--- config.mk ---
export PLATFORM = sky130hd
export DESIGN_NAME = ctrl_unit
export DESIGN_NICKNAME = d
export VERILOG_FILES = /design/src/rtl/ctrl_unit.sv
export SDC_FILE = /design/constraint.sdc
export NUM_CORES = 1
export LEC_CHECK = 0
export ABC_CLOCK_PERIOD_IN_PS = 2460
export BUFFER_PORTS_ARGS = -buffer_cell sky130_fd_sc_hd__buf_2
export CAP_MARGIN = 20
export CORE_MARGIN = 2
export CORE_UTILIZATION = 41
export CTS_CLUSTER_SIZE = 8
export DETAILED_ROUTE_END_ITERATION = 10
export PLACE_DENSITY = 0.8
export SLEW_MARGIN = 20
export SYNTH_ARGS = -nofsm -noshare
export SYNTH_HDL_FRONTEND = slang
export SYNTH_SLANG_ARGS = --single-unit
--- constraint.sdc ---
create_clock -name clk -period 2.46 [get_ports clk]
set_input_delay 0.369 -clock clk [delete_from_list [all_inputs] [get_ports clk]]
set_output_delay 0.369 -clock clk [all_outputs]
set_load 0.03 [all_outputs]
--- src/rtl/ctrl_unit.sv ---
// ctrl_unit: multicycle MIPS-style control FSM (Moore outputs decoded from state)
// Ports:
//   clk, reset (async, active-high)   - clock and reset; reset forces RESET state
//   OPCODE[5:0], FUNCT[5:0], ZERO     - instruction fields and ULA zero flag
//   PC_w, MEM_w, IR_w, RB_w, AB_w,
//   MEM_DATA_REG_w                    - register / memory write enables
//   M_WREG, IorD, MEM_to_REG, ALUSrcA - datapath mux selects
//   ALUSrcB[1:0], ULA_op[2:0],
//   PC_src[1:0]                       - ULA operand/op and PC source selects
//   state_out[3:0]                    - current state, for debug
//   trap                              - TRAP state flag (only with CTRL_BADOP_TRAP_EN)
// Build option: define CTRL_BADOP_TRAP_EN to trap on unknown opcodes.
module ctrl_unit (
   input  logic       clk,
   input  logic       reset,
   input  logic [5:0] OPCODE,
   input  logic [5:0] FUNCT,
   input  logic       ZERO,
   output logic       PC_w,
   output logic       MEM_w,
   output logic       IR_w,
   output logic       RB_w,
   output logic       AB_w,
   output logic       MEM_DATA_REG_w,
   output logic       M_WREG,
   output logic       IorD,
   output logic       MEM_to_REG,
   output logic       ALUSrcA,
   output logic [1:0] ALUSrcB,
   output logic [2:0] ULA_op,
   output logic [1:0] PC_src,
   output logic [3:0] state_out
`ifdef CTRL_BADOP_TRAP_EN
   ,
   output logic       trap
`endif
);
   localparam logic [3:0] S_RESET    = 4'd0;
   localparam logic [3:0] S_FETCH    = 4'd1;
   localparam logic [3:0] S_IR_LOAD  = 4'd2;
   localparam logic [3:0] S_DECODE   = 4'd3;
   localparam logic [3:0] S_R_WB     = 4'd4;
   localparam logic [3:0] S_ADDI_WB  = 4'd5;
   localparam logic [3:0] S_LW_ADDR  = 4'd6;
   localparam logic [3:0] S_LW_MDR   = 4'd7;
   localparam logic [3:0] S_LW_WB    = 4'd8;
   localparam logic [3:0] S_SW       = 4'd9;
   localparam logic [3:0] S_BEQ_CMP  = 4'd10;
   localparam logic [3:0] S_BEQ_TAKE = 4'd11;
   localparam logic [3:0] S_JUMP     = 4'd12;
`ifdef CTRL_BADOP_TRAP_EN
   localparam logic [3:0] S_TRAP     = 4'd13;
   localparam logic [3:0] S_BADOP    = S_TRAP;
`else
   // unknown opcodes retire as a no-op; PC was already advanced in IR_LOAD
   localparam logic [3:0] S_BADOP    = S_FETCH;
`endif

   logic [3:0] state, nxt;
   logic [2:0] r_op;

   always_ff @(posedge clk or posedge reset)
      if (reset) state <= S_RESET;
      else state <= nxt;

   always_comb begin
      nxt = S_FETCH;
      case (state)
         S_RESET:   nxt = S_FETCH;
         S_FETCH:   nxt = S_IR_LOAD;
         S_IR_LOAD: nxt = S_DECODE;
         S_DECODE:  nxt = OPCODE == 6'h00 ? S_R_WB :
                          OPCODE == 6'h08 ? S_ADDI_WB :
                          OPCODE == 6'h23 ? S_LW_ADDR :
                          OPCODE == 6'h2B ? S_SW :
                          OPCODE == 6'h04 ? S_BEQ_CMP :
                          OPCODE == 6'h02 ? S_JUMP : S_BADOP;
         S_LW_ADDR: nxt = S_LW_MDR;
         S_LW_MDR:  nxt = S_LW_WB;
         S_BEQ_CMP: nxt = ZERO ? S_BEQ_TAKE : S_FETCH;
         default:   nxt = S_FETCH;
      endcase
   end

   // zero means an unsupported FUNCT: R_WB then suppresses the bank write
   assign r_op = FUNCT == 6'h20 ? 3'b001 :
                 FUNCT == 6'h22 ? 3'b010 :
                 FUNCT == 6'h24 ? 3'b011 :
                 FUNCT == 6'h26 ? 3'b110 : 3'b000;

   always_comb begin
      PC_w = 1'b0;
      MEM_w = 1'b0;
      IR_w = 1'b0;
      RB_w = 1'b0;
      AB_w = 1'b0;
      MEM_DATA_REG_w = 1'b0;
      M_WREG = 1'b0;
      IorD = 1'b0;
      MEM_to_REG = 1'b0;
      ALUSrcA = 1'b0;
      ALUSrcB = 2'b00;
      ULA_op = 3'b000;
      PC_src = 2'b00;
      case (state)
         S_IR_LOAD: begin
            IR_w = 1'b1;
            PC_w = 1'b1;
            ALUSrcB = 2'b01;
            ULA_op = 3'b001;
         end
         S_DECODE: AB_w = 1'b1;
         S_R_WB: begin
            ALUSrcA = 1'b1;
            M_WREG = 1'b1;
            ULA_op = r_op;
            RB_w = r_op != 3'b000;
         end
         S_ADDI_WB: begin
            ALUSrcA = 1'b1;
            ALUSrcB = 2'b10;
            ULA_op = 3'b001;
            RB_w = 1'b1;
         end
         S_LW_ADDR, S_LW_MDR: begin
            IorD = 1'b1;
            ALUSrcA = 1'b1;
            ALUSrcB = 2'b10;
            ULA_op = 3'b001;
            MEM_DATA_REG_w = state == S_LW_MDR;
         end
         S_LW_WB: begin
            MEM_to_REG = 1'b1;
            RB_w = 1'b1;
         end
         S_SW: begin
            IorD = 1'b1;
            ALUSrcA = 1'b1;
            ALUSrcB = 2'b10;
            ULA_op = 3'b001;
            MEM_w = 1'b1;
         end
         S_BEQ_CMP: begin
            ALUSrcA = 1'b1;
            ULA_op = 3'b010;
         end
         S_BEQ_TAKE: begin
            ALUSrcB = 2'b11;
            ULA_op = 3'b001;
            PC_w = 1'b1;
         end
         S_JUMP: begin
            PC_src = 2'b01;
            PC_w = 1'b1;
         end
`ifdef CTRL_BADOP_TRAP_EN
         S_TRAP: begin
            PC_src = 2'b10;
            PC_w = 1'b1;
         end
`endif
         default: ;
      endcase
   end

   assign state_out = state;
`ifdef CTRL_BADOP_TRAP_EN
   assign trap = state == S_TRAP;
`endif
endmodule

## Word-level counts from Yosys, hierarchy flattened

Index checks and enable logic that the tools add are counted.

- Output and inout port bits: 21
- Register bits: 4

- Multiplexer cells: 25
- Reduce and logical (&&, ||, !) cells: 9
- Equal/unequal tests: 21

Operators by type and width:

| kind | count |
|---|---|
| $eq A6 B6 Y1 const B | 6 |
| $mux W4 | 7 |
| $pmux W4 S6 | 1 |
| $eq A4 B4 Y1 const B | 5 |
| $eq A4 B3 Y1 const B | 4 |
| $mux W3 | 4 |
| $reduce_or A6 Y1 | 2 |
| $mux W1 | 10 |
| $pmux W3 S3 | 1 |
| $eq A4 B2 Y1 const B | 2 |
| $eq A6 B2 Y1 const B | 1 |
| $eq A6 B3 Y1 const B | 1 |
| $eq A6 B4 Y1 const B | 1 |
| $logic_not A6 Y1 | 1 |
| $pmux W2 S3 | 1 |
| $reduce_or A3 Y1 | 2 |
| $eq A4 B1 Y1 const B | 1 |
| $reduce_or A2 Y1 | 2 |
| $reduce_or A4 Y1 | 1 |
| $reduce_bool A3 Y1 | 1 |
| $pmux W1 S2 | 1 |

## Longest topological paths before layout

Gate-level depths: netlist of the first run.

- Depth after elaboration: 8
- Gate-level depth with buffers: 5
- Mapped depth without buffers: 4

## Worst setup path before layout of the first run

Ideal clock, no wire load.

- Path type: register to output
- Start: register state[2], in the netlist state_out[2]
- End: output ULA_op[2]
- Buffers on the path: 1
- Cell stages (with the launch flop): 6
- Slack: -127 ps
- Data arrival time: 2218 ps
- Data required time: 2091 ps
- Cell sequence: dfrtp_1 buf_2 nand2b_1 nor3_1 nand3_1 nor2_1

- Cells in the longest elaborated chain, start to end: 3

RTL lines:

| element | line | RTL |
|---|---|---|
| start: declaration | 59 | `logic [3:0] state, nxt;` |
| start signal: assignment | 64 | `else state <= nxt;` |
| $eq A4 B3 Y1 (tied with other cells) | 105 | `case (state)` |
| $reduce_or A6 Y1 (no source line) | n/a |  |
| $pmux W3 S3 (*) | 105 |  |
| end: declaration | 30 | `output logic [2:0] ULA_op,` |

Mark *: on every way between the ends. The rest lies on a longest branch, timed or not.

## Worst setup path after layout of the first run

- Start: register state[2], in the netlist state_out[2]
- End: output ULA_op[1]

Same word-level chain as after synthesis.

==> results of run 1 <==
## worst paths after layout
check	slack, ns	to	start
setup / recovery	0.38	ULA_op[1]	state_out[2]$_DFF_PP0_
hold / removal	0.37	state_out[1]$_DFF_PP0_	ZERO
setup reg to reg	0.79	state_out[1]$_DFF_PP0_	state_out[1]$_DFF_PP0_
hold reg to reg	0.63	state_out[2]$_DFF_PP0_	state_out[3]$_DFF_PP0_
max in group asynchronous	1.76	state_out[2]$_DFF_PP0_	reset
min in group asynchronous	0.55	state_out[3]$_DFF_PP0_	reset
## area by class of cell
class | count | share of cell area
multi-input cells | 69 | 0.554
well taps | 15 | 0.0244
inverters | 4 | 0.0195
clock buffers | 3 | 0.0292
flip-flops and latches | 4 | 0.130
repair buffers | 36 | 0.244
## worst reg2reg max path, stage by stage (launching register included)
cell,delay [ns]
dfrtp_1,0.70
nand2_2,0.16
or4_4,0.45
a211oi_2,0.18
a211o_1,0.12
## metrics by stage
stage | cells | util | setup slack [ns] | cell area (µm²)
final | 131 | 0.585 | 0.380 | 771
after detailed placement | 127 | 0.560 | 0.488 | 738
after global routing | 131 | 0.585 | 0.222 | 771
after global placement | 127 | 0.560 | 0.505 | 738
after CTS | 131 | 0.585 | 0.387 | 771
after floorplan | 85 | - | 0.170 | 584
## power by group through the flow
stage / Clock, µW / Sequential [µW] / Combinational, µW
floorplan: 0 / 138 / 346
global placement: 0 / 165 / 403
detailed placement: 0 / 165 / 404
CTS: 82.7 / 165 / 407
global route: 88.7 / 174 / 433
finish: 80.8 / 165 / 406
## routing by layer
layer / routed length (µm) / up-vias / track usage
met4: 0 / 0 / 0.0774
met2: 690 / 35 / 0.244
met3: 109 / 0 / 0.0391
met5: 0 / - / 0
li1: - / 370 / -
met1: 676 / 320 / 0.218
## cell usage in the layout, fill, tap and decap left out, types with 2 or more instances in the layout
master    count
buf_2        34
nor2_1        8
nand2_1       8
o21ai_0       7
a21oi_1       7
nor3_1        6
inv_1         4
dfrtp_1       4
and3_1        3
clkbuf_4      3
nor2b_1       2
or3_1         2
nand3_1       2
a211o_1       2
xnor2_1       2
a21o_1        2
## synth_stat cells (2+ instances only)
| cell type | count |
|---|---|
| dfrtp_1 | 4 |
| nor3_1 | 7 |
| a21o_1 | 2 |
| clkbuf_1 | 2 |
| a21oi_1 | 7 |
| nor2_1 | 8 |
| a211o_1 | 2 |
| and3_1 | 3 |
| buf_2 | 4 |
| o21ai_0 | 7 |
| xnor2_1 | 2 |
| buf_4 | 2 |
| nand2_1 | 8 |
| or3_1 | 2 |
| inv_1 | 4 |
| nand3_1 | 2 |
| nor2b_1 | 2 |
## logic make-up after synthesis
logic type,after synthesis
and+or+nand+nor,41
AOI/OAI and AO/OA,25
buffers and inverters,12
DFF,4
xor gates and xnor gates,2
other,1
## what timing repair did
| action | 4_1_cts | 5_1_grt |
|---|---|---|
| endpoints found under the hold margin | 2 | 0 |
| hold buffers | 1 | 0 |
| setup buffers | 0 | 0 |
==> qor.yml, run 1 <==
synthesis:
  synthCells: 85
  synth_async_sr_flop_share: 1.00
  synthXorXnorAreaFrac: 0.0302
  syn_avg_cell_area_um2: 6.82
  ys_types: 34
  synthAdderAreaFrac: 0
  synthFlopType: "dfrtp_1"
  synth_top_cell_by_area: "dfrtp_1"
  synth_top_family_by_area: "simple AND/OR/NAND/NOR gates"
  ys_ff_latch: 4
  yosys.area_share.simple: 0.410
  synth_area_leaders: "dfrtp_1 17%, a21oi_1 6.0%, nor3_1 6.0%, o21ai_0 6.0%, nand2_1 5.2%"
  muxShareOfSynthArea: 0
  synth_edf_count: 0
  syn-num-nets: 100
  syn_area_um2: 579
  synth_compound_area_frac: 0.281
  synth_top_cell_area_share: 0.173
  ys_warn_count: 0
  ys_seq_area_frac: 0.173
pwr:
  p_sw_uw: 366
  seq_power_share: 0.253
  power_frac_comb: 0.623
  p_per_area_mw_per_mm2: 846
  p_leak_uw: 0.000395
  ir_drop_mv: 0.492
  power_uw: 652
  netSwitchingFraction: 0.562
  clkPwrFrac: 0.124
  intPower_uw: 286
critical_path:
  end_kind: "primary output"
  cp_num_cells: 5
  worstSetupStartpointType: "flop"
  reg2regPathDepth: 4
  cp_max_fo: 15
  path_cells: "nand2b_1 -> nor4_2 -> a21oi_1 -> nor2_1 -> buf_2"
  cp.arrival_ns: 1.71
  cp_top_family: "simple AND/OR/NAND/NOR gates"
  cp_slowest_cell: "dfrtp_1"
  crit_type: "reg -> out"
  required_ns: 2.09
  path_buf_inv: 1
  slowest_delay_ns: 0.57
routing:
  drc_errors: 0
  wl_per_cell_um: 11.3
  viasPerCell: 5.53
  ant_nets: 0
  first_pass_iters: 4
  totalWireLength_um: 1480
  drt_iter0_markers: 17
  via_count: 725
clock_network:
  clk_pin_slew_ns: 0.04
  htreeDepth: 1
  cts_tree: "yes"
  clock-sinks: 4
  cts_made_buffers: 3
  cts_resized: 0
  cts_buffer_depth: 2
  cts-root-buf: "clkbuf_4"
  clock_latency_ns: 0.24
placement:
  dp_hpwl_um: 1070
  port_buffers: 34
  gp_congestion: 0.763
global_routing:
  antenna_found_initial: 0
  grt_pass1_wl_um: 2260
  grt.overflow.total: 0
  track_usage: 0.163
  grt_pass1_vias: 530
  grt_start_max_net_pins: 19
floorplanning:
  die_h_um: 41.6
  die-area_mm2: 0.00173
  coreArea_mm2: 0.00132
  num_rows: 13
  start_util: 0.440
  ios: 36
  die_x_um: 41.6
layout:
  regArea_um2: 100
  multi_input_area_um2: 427
  antenna_cells: 0
  drive_gt1_frac: 0.388
  fillers: 142
  largest_register_ffs: 4
  final_nets: 133
  syn_to_final_growth_pct: 33.0
timing:
  period_share: 0.846
  tns_ns: 0
  worst-slew-pin-transition_ns: 0.577
  skew_ns: 0.00569
  finalHoldViolations: 0
  max_clock_freq_mhz: 481
  rsz0062_at_grt: "no"
  setup_viol: 0
  max-slew-margin-rel: 0.616
  drv_slew: 0
  min_period_ns: 2.08
  hold_slack_ns: 0.371
min_path:
  hold_class: "in -> reg"
  whs_path_depth: 2
flow_run:
  maxCapViolCount: 0
status:
  status: "completed"
Note: power is estimated with default switching activity, not from simulation.
==> run 2, diff against run 1 <==
ABC_AREA = 1   (was not set)
ABC_CLOCK_PERIOD_IN_PS = 2150   (was 2460)
CORE_UTILIZATION = 40   (was 41)
clock period = 2.15 ns   (was 2.46 ns; I/O delays follow)
==> qor.yml, run 2 <==
timing:
  hold_slack_ns: 0.357  # was 0.371 ns
  tns_ns: 0  # unchanged
  setup_viol: 0  # unchanged
  skew_ns: 0.000894  # was 0.00569 ns
  finalHoldViolations: 0  # unchanged
  min_period_ns: 1.77
  max_clock_freq_mhz: 564
  drv_slew: 0  # unchanged
  period_share: 0.824
  rsz0062_at_grt: "no"  # unchanged
critical_path:
  cp_common_cell: "nor2_1"
  path_buf_inv: 2  # was 1
  cp_slowest_cell: "dfrtp_1"  # unchanged
  cp.arrival_ns: 1.45  # was 1.71 ns
  cp_max_fo: 5  # was 15
  slowest_delay_ns: 0.40  # was 0.57 ns
  cp_top_family: "flip-flops"  # was simple AND/OR/NAND/NOR gates
  path_cells: "inv_1 -> nor2_1 -> nand2_1 -> o21ai_2 -> nor2_1 -> nand3_1 -> buf_2"  # was nand2b_1 -> nor4_2 -> a21oi_1 -> nor2_1 -> buf_2
  end_kind: "primary output"  # unchanged
  crit_type: "reg -> out"  # unchanged
  worstSetupStartpointType: "flop"  # unchanged
  required_ns: 1.83  # was 2.09 ns
synthesis:
  synthCells: 96  # was 85
  ys_warn_count: 0  # unchanged
  syn_area_um2: 534  # was 579 µm²
  synth_top_cell_by_area: "dfrtp_1"  # unchanged
  synth_edf_count: 0  # unchanged
  ys_ff_latch: 4  # unchanged
  netlist_top_cells_count: "22 x nand2_1, 20 x inv_1, 14 x nand3_1"  # was 8 x nand2_1, 8 x nor2_1, 7 x a21oi_1, 7 x nor3_1, 7 x o21ai_0
  synth_top_cell_area_share: 0.187  # was 0.173
  synthFlopType: "dfrtp_1"  # unchanged
  synth_area_leaders: "dfrtp_1 19%, nand2_1 15%, inv_1 14%, nand3_1 13%, nor2_1 9.1%"  # was dfrtp_1 17%, a21oi_1 6.0%, nor3_1 6.0%, o21ai_0 6.0%, nand2_1 5.2%
  ys_seq_area_frac: 0.187  # was 0.173
  syn-num-nets: 111  # was 100
  syn_avg_cell_area_um2: 5.57  # was 6.82 µm²
  ys_types: 20  # was 34
  yosysMostFrequentCell: "nand2_1"
  synth_async_sr_flop_share: 1.00  # unchanged
floorplanning:
  ios: 36  # unchanged
  start_util: 0.421  # was 0.440
  die-area_mm2: 0.00164  # was 0.00173 mm²
  die_x_um: 40.5  # was 41.6 µm
  die_h_um: 40.5  # was 41.6 µm
  num_rows: 13  # unchanged
  coreArea_mm2: 0.00127  # was 0.00132 mm²
layout:
  final_cell_mix: "34 x buf_2, 22 x nand2_1, 20 x inv_1"  # was 34 x buf_2, 8 x nor2_1, 8 x nand2_1
  final_common_cell: "buf_2"  # unchanged
  final_area_um2: 748  # was 771 µm²
  final_nets: 150  # was 133
  antenna_cells: 0  # unchanged
  multi_input_area_um2: 333  # was 427 µm²
  largest_register_ffs: 4  # unchanged
  fillers: 147  # was 142
  syn_to_final_growth_pct: 40.0  # was 33.0%
  drive_gt1_frac: 0.383  # was 0.388
  final_cell_count_no_fill: 148  # was 131
  regArea_um2: 100  # unchanged
pwr:
  power_frac_comb: 0.699  # was 0.623
  p_leak_uw: 0.000544  # was 0.000395 µW
  p_sw_uw: 432  # was 366 µW
  intPower_uw: 309  # was 286 µW
  p_per_area_mw_per_mm2: 991  # was 846 mW/mm²
  clkPwrFrac: 0.122  # was 0.124
  netSwitchingFraction: 0.583  # was 0.562
  seq_power_share: 0.179  # was 0.253
  ir_drop_mv: 0.576  # was 0.492 mV
clock_network:
  clock_latency_ns: 0.23  # was 0.24 ns
  cts_resized: 0  # unchanged
  cts-root-buf: "clkbuf_4"  # unchanged
  clock-sinks: 4  # unchanged
  cts_buffer_depth: 2  # unchanged
  cts_made_buffers: 3  # unchanged
  postCtsSetupBuffers: 0  # unchanged
  htreeDepth: 1  # unchanged
  cts_tree: "yes"  # unchanged
  clk_pin_slew_ns: 0.04  # about the same
global_routing:
  grt.overflow.total: 0  # unchanged
  grt_start_max_net_pins: 8  # was 19
  track_usage: 0.169  # was 0.163
  antenna_found_initial: 0  # unchanged
  grt_pass1_vias: 505  # was 530
  grt_pass1_wl_um: 1790  # was 2260 µm
routing:
  via_count: 662  # was 725
  first_pass_iters: 4  # unchanged
  drt_iter0_markers: 11  # was 17
  drc_errors: 0  # unchanged
  totalWireLength_um: 1230  # was 1480 µm
  wl_per_cell_um: 8.30  # was 11.3 µm
  viasPerCell: 4.47  # was 5.53
  ant_nets: 0  # unchanged
placement:
  port_buffers: 34  # unchanged
  gp_congestion: 0.755  # was 0.763
  dp_hpwl_um: 1070  # about the same
  dpl.cell_count: 144  # was 127
  place_area_um2: 716  # was 738 µm²
min_path:
  hold_class: "in -> reg"  # unchanged
flow_run:
  maxCapViolCount: 0  # unchanged
status:
  status: "completed"  # unchanged
run 2: changes by cell type after synthesis, sizes merged, moves of 3 or more:
cell   delta
nand3    +12
and3      -3
inv      +21
a21oi     -7
o21ai     -4
nor2     +10
nand2    +15
buf       -5
nor3      -6
run 2: tightest hold or removal path, delay by kind of cell:
family        cells  cell delay [ns]
simple gates      2             0.15
buf+inv           1             0.08
run 2: routing by layer:
layer	up-vias	GRT usage	wire length [µm]
met5	-	0	0
met4	0	0.0750	0
met3	0	0.0500	103
met2	23	0.286	568
met1	276	0.194	557
li1	363	-	-
run 2: final timing paths:
path / startpoint / end / slack [ns] / depth (start not counted)
worst max-delay path: state_out[0]$_DFF_PP0_ / ULA_op[0] / 0.38 / 7
worst min-delay path: ZERO / state_out[1]$_DFF_PP0_ / 0.36 / 3
worst max register to register: state_out[0]$_DFF_PP0_ / state_out[3]$_DFF_PP0_ / 1.04 / 7
worst min register to register: state_out[0]$_DFF_PP0_ / state_out[0]$_DFF_PP0_ / 0.64 / 2
max in group asynchronous: reset / state_out[2]$_DFF_PP0_ / 1.50 / 3
min in group asynchronous: reset / state_out[1]$_DFF_PP0_ / 0.51 / 3
run 2: metrics by stage:
step                 util  total power [µW]  setup slack, ns
floorplan               -               523            0.143
global placement    0.564               650            0.643
detailed placement  0.564               654            0.622
CTS                 0.590               755            0.358
global route        0.590               803            0.238
finish              0.590               741            0.378
run 2: timing repair:
item                                    4_1_cts  5_1_grt
endpoints found under the hold margin         4        0
hold buffers                                  1        0
endpoints found under the setup margin        0        0
run 2: final cells by class:
type | count | share of cell area
flip-flops and latches | 4 | 0.134
multi-input cells | 66 | 0.445
inverters | 25 | 0.125
repair buffers | 35 | 0.241
clock buffers | 3 | 0.0301
well taps | 15 | 0.0251
run 2: cells by family (layout without fill, tap and decap cells):
kind of cell	Yosys count	in the layout	share of synthesized area
simple gates	59	59	0.532
buf+inv	26	63	0.190
compound gates	6	6	0.0843
flops	4	4	0.187
other cells	1	1	0.00702
run 2: power groups by stage:
stage | clock, µW | sequential, µW | combinational [µW]
after detailed placement | 0 | 133 | 521
after global placement | 0 | 132 | 519
after CTS | 97.7 | 133 | 524
after global routing | 101 | 137 | 565
final | 90.4 | 133 | 518
after floorplan | 0 | 175 | 348
==> run 3, diff against run 2 <==
ABC_AREA = 0   (was 1)
ABC_CLOCK_PERIOD_IN_PS = 1800   (was 2150)
CORE_UTILIZATION = 41   (was 40)
clock period = 1.8 ns   (was 2.15 ns; I/O delays follow)
==> qor.yml, run 3 (synthesized netlist as in run 1, its figures left out) <==
status:
  status: "completed"  # unchanged
timing:
  tns_ns: 0  # unchanged
  skew_ns: 0.00753  # was 0.000894 ns
  finalHoldViolations: 0  # unchanged
  drv_slew: 0  # unchanged
  period_share: 0.951
  min_period_ns: 1.71
  setup_viol: 0  # unchanged
  rsz0062_at_grt: "no"  # unchanged
  max_clock_freq_mhz: 584
placement:
  gp_congestion: 0.819  # was 0.755
  dp_hpwl_um: 1250  # was 1070 µm
  port_buffers: 34  # unchanged
  dpl.cell_count: 131  # was 144
floorplanning:
  coreArea_mm2: 0.00132  # was 0.00127 mm²
  die-area_mm2: 0.00173  # was 0.00164 mm²
  num_rows: 13  # unchanged
  die_x_um: 41.6  # was 40.5 µm
  die_h_um: 41.6  # was 40.5 µm
  ios: 36  # unchanged
  start_util: 0.440  # was 0.421
clock_network:
  cts-root-buf: "clkbuf_4"  # unchanged
  cts_buffer_depth: 2  # unchanged
  clk_pin_slew_ns: 0.04  # about the same
  clock_latency_ns: 0.24  # was 0.23 ns
  htreeDepth: 1  # unchanged
  clock-sinks: 4  # unchanged
  cts_tree: "yes"  # unchanged
  cts_made_buffers: 3  # unchanged
flow_run:
  maxCapViolCount: 0  # unchanged
pwr:
  p_leak_uw: 0.000433  # was 0.000544 µW
  power_uw: 1040  # was 741 µW
  p_per_area_mw_per_mm2: 1160  # was 991 mW/mm²
  ir_drop_mv: 0.952  # was 0.576 mV
routing:
  drc_errors: 0  # unchanged
  via_count: 755  # was 662
  first_pass_iters: 3  # was 4
  wl_per_cell_um: 12.0  # was 8.30 µm
  viasPerCell: 5.51  # was 4.47
  totalWireLength_um: 1640  # was 1230 µm
  ant_nets: 0  # unchanged
  drt_iter0_markers: 13  # was 11
layout:
  syn_to_final_growth_pct: 54.4  # was 40.0%
  drive_gt1_frac: 0.516  # was 0.383
  antenna_cells: 0  # unchanged
  final_cell_count_no_fill: 137  # was 148
  final_cell_mix: "30 x buf_2, 8 x nand2_1, 7 x buf_4"  # was 34 x buf_2, 22 x nand2_1, 20 x inv_1
  largest_register_ffs: 4  # unchanged
  final_nets: 138  # was 150
  final_common_cell: "buf_2"  # unchanged
global_routing:
  track_usage: 0.189  # was 0.169
  antenna_found_initial: 0  # unchanged
  grt_pass1_vias: 623  # was 505
  grt.met3_usage: 0.0391  # was 0.0500
  grt_pass1_wl_um: 2590  # was 1790 µm
  grt.overflow.total: 0  # unchanged
  grtUsageMet2: 0.309  # was 0.286
  met1_usage: 0.227  # was 0.194
  grt_start_max_net_pins: 15  # was 8
  busiest_layer: "met2"  # unchanged
critical_path:
  end_kind: "primary output"  # unchanged
  crit_type: "reg -> out"  # unchanged
  cp_max_fo: 9  # was 5
  path_cells: "buf_4 -> and2b_2 -> nand2_1 -> o211ai_1 -> buf_4"  # was inv_1 -> nor2_1 -> nand2_1 -> o21ai_2 -> nor2_1 -> nand3_1 -> buf_2
  cp.arrival_ns: 1.44  # was 1.45 ns
  required_ns: 1.53  # was 1.83 ns
  cp_common_cell: "buf_4"  # was nor2_1
  worstSetupStartpointType: "flop"  # unchanged
  cp_slowest_cell: "dfrtp_2"  # was dfrtp_1
  slowest_delay_ns: 0.44  # was 0.40 ns
min_path:
  hold_class: "in -> reg"  # unchanged
run 3: through the flow:
step	instance area (µm²)	hold slack [ns]	util	setup WS (ns)
after floorplan	623	0.0360	-	-0.0757
after global placement	807	0.148	0.613	0.0434
after detailed placement	807	0.157	0.613	0.0226
after CTS	846	0.287	0.642	0.0167
after global routing	895	0.296	0.679	0.000866
final	895	0.300	0.679	0.0883
run 3: layout make-up:
class / instances / area [µm²]
Fill cell: 127 / 423
Sequential cell: 4 / 104
Multi-Input combinational cell: 69 / 488
Tap cell: 15 / 18.8
Timing Repair Buffer: 41 / 243
Clock buffer: 4 / 26.3
Inverter: 4 / 15.0
run 3: where the power goes:
part | internal (µW) | leakage (µW) | switching, µW
Combinational | 269 | 0.000371 | 470
Clock | 83.2 | 0.0000150 | 37.0
Sequential | 121 | 0.0000469 | 61.2
run 3: timing repair:
| item | in CTS | in global routing |
|---|---|---|
| endpoints found under the setup margin | 2 | 7 |
| setup buffers | 0 | 1 |
| hold buffers | 1 | 0 |
| resized for setup | 1 | 18 |
| pin swaps | 0 | 2 |
| endpoints found under the hold margin | 4 | 0 |
run 3: layer usage:
metal  part of all wire  wire, µm  vias up
met5                  0         0        -
met2               0.51       843       20
met1               0.45       733      352
met3              0.041        67        0
met4                  0         0        0
li1                   -         -      383
run 3: worst max-delay path, delay by kind of cell (launching register included):
family | cells | cell delay, ns
flops | 1 | 0.44
buf+inv | 2 | 0.36
simple gates | 2 | 0.31
compound gates | 1 | 0.09
run 3: final timing paths:
| check | startpoint | endpoint | slack (ns) | cells past startpoint |
|---|---|---|---|---|
| min reg2reg | state_out[3]$_DFF_PP0_ | state_out[2]$_DFF_PP0_ | 0.66 | 2 |
| max | state_out[2]$_DFF_PP0_ | ULA_op[0] | 0.09 | 5 |
| min | ZERO | state_out[1]$_DFF_PP0_ | 0.30 | 2 |
| max reg2reg | state_out[2]$_DFF_PP0_ | state_out[2]$_DFF_PP0_ | 0.28 | 5 |
| max in group asynchronous | reset | state_out[0]$_DFF_PP0_ | 1.18 | 3 |
| min in group asynchronous | reset | state_out[3]$_DFF_PP0_ | 0.45 | 3 |
